[src/rtl/test_pattern_generator_trigger_delay.sv]
// One-shot delay line: trig_o pulses DELAY cycles after the cycle following arm_i.
module trigger_delay #(
  parameter int DELAY = 10
) (
  input  logic clk,
  input  logic aresetn,
  input  logic arm_i,
  input  logic cancel_i,
  output logic trig_o
);
  localparam int DW = (DELAY < 1) ? 1 : $clog2(DELAY + 1);

  logic [DW-1:0] cnt_q, cnt_d;
  logic          trig_q, trig_d;

  // Countdown: loaded with DELAY on arm, fires when it expires, zero means idle.
  always_comb begin
    cnt_d  = cnt_q;
    trig_d = 1'b0;
    if (cancel_i) begin
      cnt_d = '0;
    end else if (arm_i) begin
      if (DELAY == 0) trig_d = 1'b1;
      else            cnt_d  = DW'(DELAY);
    end else if (cnt_q != '0) begin
      cnt_d  = cnt_q - DW'(1);
      trig_d = (cnt_q == DW'(1));
    end
  end

  // Counter and pulse registers.
  always_ff @(posedge clk or negedge aresetn) begin
    if (!aresetn) begin
      cnt_q  <= '0;
      trig_q <= 1'b0;
    end else begin
      cnt_q  <= cnt_d;
      trig_q <= trig_d;
    end
  end

  assign trig_o = trig_q;
endmodule

[config.mk]
export PLATFORM = sky130hd
export DESIGN_NAME = trigger_delay
export DESIGN_NICKNAME = d
export VERILOG_FILES = /design/src/rtl/test_pattern_generator_trigger_delay.sv
export SDC_FILE = /design/constraint.sdc
export NUM_CORES = 1
export LEC_CHECK = 0
export ABC_AREA = 1
export ABC_CLOCK_PERIOD_IN_PS = 970
export CORE_AREA = 3 3 40 42
export CTS_CLUSTER_SIZE = 28
export DETAILED_ROUTE_END_ITERATION = 6
export DIE_AREA = 0 0 43 45
export PLACE_DENSITY_LB_ADDON = 0.15
export SYNTH_ARGS = -nofsm -noshare
export SYNTH_HDL_FRONTEND = slang
export SYNTH_SLANG_ARGS = --single-unit
[constraint.sdc]
create_clock -name clk -period 0.97 [get_ports clk]
set_input_delay 0.291 -clock clk [delete_from_list [all_inputs] [get_ports clk]]
set_output_delay 0.291 -clock clk [all_outputs]
set_load 0.02 [all_outputs]
==> Yosys cells after proc, flatten, opt, wreduce, memory -nomap -nowiden <==
Index checks and enable logic that the tools add are counted.
{ "totals": {"ff_bits": 5} }
{ "classes": {"add_sub_neg": 1, "n_reduce_logical": 2, "n_eq_ne": 1, "muxes": 6} }
{ "op_table": {"columns": ["operator", "n"], "rows": [
  ["4-bit two-way mux", 3],
  ["4-bit by 1-bit equality test with 1-bit output, second input constant", 1],
  ["4-bit nonzero test", 1],
  ["4-bit by 1-bit subtractor with 4-bit output, second input constant", 1],
  ["1-bit two-way mux", 3],
  ["3-bit nonzero test", 1]
]} }

==> Depth between registers and ports, before layout <==
{ "depth": {"word_depth": 4, "mapped_depth": 5} }

==> Worst setup path before layout <==
OpenSTA, ideal clock, no wires.
{ "synth_path": {"kind": "register -> register", "start": "reg cnt_q[0]", "end": "reg cnt_q[2]", "arrival_time_ns": 0.905, "path_stages_with_launch": 6, "setup_time_ns": 0.125, "setup_slack_ns": -0.060, "path_cell_list": "dfrtp_1 inv_1 ha_1 or2_1 nand3_1 a21oi_1"} }
{ "synth_via": {"elab_chain_len": 4, "word_cells_on_any_way": 6, "cone_classes": "add/sub: 1; mux: 3; reduce/logical: 2"} }
{ "synth_lines": {"columns": ["element", "line_no", "rtl"], "rows": [
  ["start: declaration", "13", "logic [DW-1:0] cnt_q, cnt_d;"],
  ["start signal: assignment", "37", "cnt_q <= cnt_d;"],
  ["4-bit by 1-bit subtractor with 4-bit output", "26", "cnt_d = cnt_q - DW'(1);"],
  ["4-bit two-way mux", "25", "end else if (cnt_q != '0) begin"],
  ["4-bit two-way mux", "22", "end else if (arm_i) begin"],
  ["4-bit two-way mux", "20", "if (cancel_i) begin"]
]} }
Several ways; a longest one is shown, not always the timed one. The select of a mux whose other input is x is not followed.
A chain may end at the register's enable or synchronous reset.

==> Worst setup path after layout <==
{ "layout_path": {"start": "reg cnt_q[1]", "end": "reg cnt_q[1]"} }
Same word-level chain as after synthesis.

==> impl_metrics.env <==
export IMPL_vias=299
export IMPL_final_cell_mix="buf_4 (9), inv_1 (4), nand2_1 (4), dfrtp_1 (4)"
export IMPL_regArea_um2=126
export IMPL_synth_cell_types=13
export IMPL_dieArea_mm2=0.00194
export IMPL_cts_root_buf="clkbuf_4"
export IMPL_violations="setup timing"
export IMPL_antennaDiodeCount=0
export IMPL_worst_pin_slew_ps=231
export IMPL_drc=0
export IMPL_fmax_ghz=0.936
export IMPL_die_w_um=43
export IMPL_synth_top_area_share_pct=42.0
export IMPL_outcome="finished with violations"
export IMPL_wl_met3_um=34
export IMPL_core_area_mm2=0.00128
export IMPL_grt_pass1_wl_mm=1.33
export IMPL_clk_path_buf_depth=2
export IMPL_fin_crit_sh_pct=110
export IMPL_cts_tree="done"
export IMPL_worstSetupPathType="reg -> reg"
export IMPL_wl_met2_um=432
export IMPL_avgSynthCellArea_um2=8.27
export IMPL_clock_latency_ps=250
export IMPL_drtIter0Drc=7
export IMPL_r2r_start="cnt_q[1]"
export IMPL_met1_length_um=275
export IMPL_htreeDepth=1
export IMPL_yosysWarnings=0
export IMPL_p_leak_nw=0.238
export IMPL_p_per_area_mw_per_mm2=1540
export IMPL_place_gp_congestion=0.772
export IMPL_max_slew_margin_pct=84.5
export IMPL_required_ps=1110
export IMPL_seq_area_frac_synth_pct=42.0
export IMPL_wire_per_inst_um=11.3
export IMPL_layout_nets=61
export IMPL_initial_core_util_pct=23.2
export IMPL_grt_overflow=0
export IMPL_hp_class="in -> async"
export IMPL_ys_top_cells_by_area="dfrtp_1 (42%), ha_1 (13%), inv_1 (7.6%)"
export IMPL_final_common_cell="buf_4"
export IMPL_vias_per_cell=4.40
export IMPL_antenna_found_initial=0
export IMPL_netlist_area_um2=298
export IMPL_final_util_pct=41.0
export IMPL_power_total_mw=0.811
export IMPL_syn_num_nets=43
export IMPL_cp_startpoint="cnt_q[1]"
export IMPL_pin_count=5
export IMPL_clkTransAtPathRegs_ps=40
export IMPL_min_period_ps=1070
export IMPL_crit_path_max_fanout=4
export IMPL_dp_slack_ps=-311
export IMPL_grt_use_total_pct=10.1
export IMPL_multi_input_area_um2=225
export IMPL_placementRows=13
export IMPL_setup_slack_ps=-98.4
export IMPL_first_pass_iters=4
export IMPL_setup_viol=6
export IMPL_drtAntennaViolNets=0
export IMPL_hpwl_um=507
export IMPL_layout_area_overhead_vs_synth_pct=76.9
export IMPL_port_buffers=4
export IMPL_hold_viol=0
export IMPL_worst_endpoint_arrival_ps=1210
export IMPL_place_area_um2=415
export IMPL_fillers=131
export IMPL_drt_wl_total_um=770
export IMPL_cts_sinks=5
export IMPL_end_kind="register"
export IMPL_drv_cap=0
export IMPL_first_global_vias=332
export IMPL_clock_skew_ps=0.333
export IMPL_ir_drop_mv=0.448
export IMPL_synth_area_leader_cell="dfrtp_1"
export IMPL_synthCells=36
export IMPL_rsz0062_at_grt="yes"
export IMPL_critPathLaunchType="register"
export IMPL_numCtsBuffers=3
export IMPL_grt_max_degree=6
export IMPL_fin_area_um2=527
export IMPL_ys_ff_latch=5
export IMPL_maxUsedRoutingLayer="met4"
export IMPL_drive_above_1_share_pct=56.6
export IMPL_die_h_um=45
export IMPL_ctsHoldBuffers=0
export IMPL_slew_viol_final=0
[timing repair]
action                                  in CTS  in global routing
pin swaps                                    3                  2
gates resized for setup                     13                  6
setup buffers                                2                  3
endpoints found under the hold margin        0                  0
endpoints found under the setup margin       6                  6
[worst max-delay path: stages, from the launching register on]
cell and delay (ps):
dfrtp_1 390, inv_2 130, ha_4 180, nand3_4 100, nand2_1 100, o21ai_2 50
[Yosys cell counts]
| library cell | number |
|---|---|
| a21oi_1 | 3 |
| dfrtp_1 | 5 |
| ha_1 | 3 |
| inv_1 | 6 |
| nand2_1 | 6 |
| nand3_1 | 2 |
| nand3_2 | 1 |
| nand4_1 | 1 |
| nor2_1 | 4 |
| nor2_2 | 1 |
| nor2_4 | 1 |
| o21ai_1 | 2 |
| or2_1 | 1 |
[per-layer routing]
metal,up-vias,GRT usage [%]
met1,139,9.49
met5,-,0
met2,9,17.4
met3,3,1.20
met4,0,12.7
li1,148,-
[cell type report]
type,count,share of cell area [%]
Clock buffer,4,4.99
Inverter,6,4.28
Multi-Input combinational cell,25,42.8
Sequential cell,5,24.0
Tap cell,15,3.56
Timing Repair Buffer,13,20.4
[metrics by stage]
stage | TNS [ps] | hold WS (ps) | cells
3_5_place_dp | -1510 | 534 | 59
6_report | -377 | 264 | 68
2_1_floorplan | -20.3 | -4.59 | 36
5_1_grt | -737 | 267 | 68
4_1_cts | -227 | 265 | 65
3_3_place_gp | -1440 | 531 | 59
[report_power, final]
group / internal [mW] / switching, mW / leakage [nW]
logic: 0.156 / 0.152 / 0.159
clock network: 0.156 / 0.0953 / 0.0150
registers: 0.231 / 0.0206 / 0.0641
[final timing paths]
path | end | slack [ps] | cells past startpoint
max | cnt_q[1] | -100 | 5
min | cnt_q[3] | 260 | 1
max reg2reg | cnt_q[1] | -100 | 5
min reg2reg | cnt_q[2] | 600 | 3
max in group asynchronous | cnt_q[2] | 500 | 1
min in group clk | cnt_q[2] | 500 | 4
[sequential cells by signal, summed over array words and instances, names as in the netlist]
register / count
cnt_q: 4
trig_o: 1
[cells by family after synthesis]
logic type / synth area share (%)
and+or+nand+nor: 29.4
adders and majority gates: 12.6
AOI/OAI and AO/OA: 8.40
DFF: 42.0
buffers and inverters: 7.56
(Power assumes the default switching activity.)
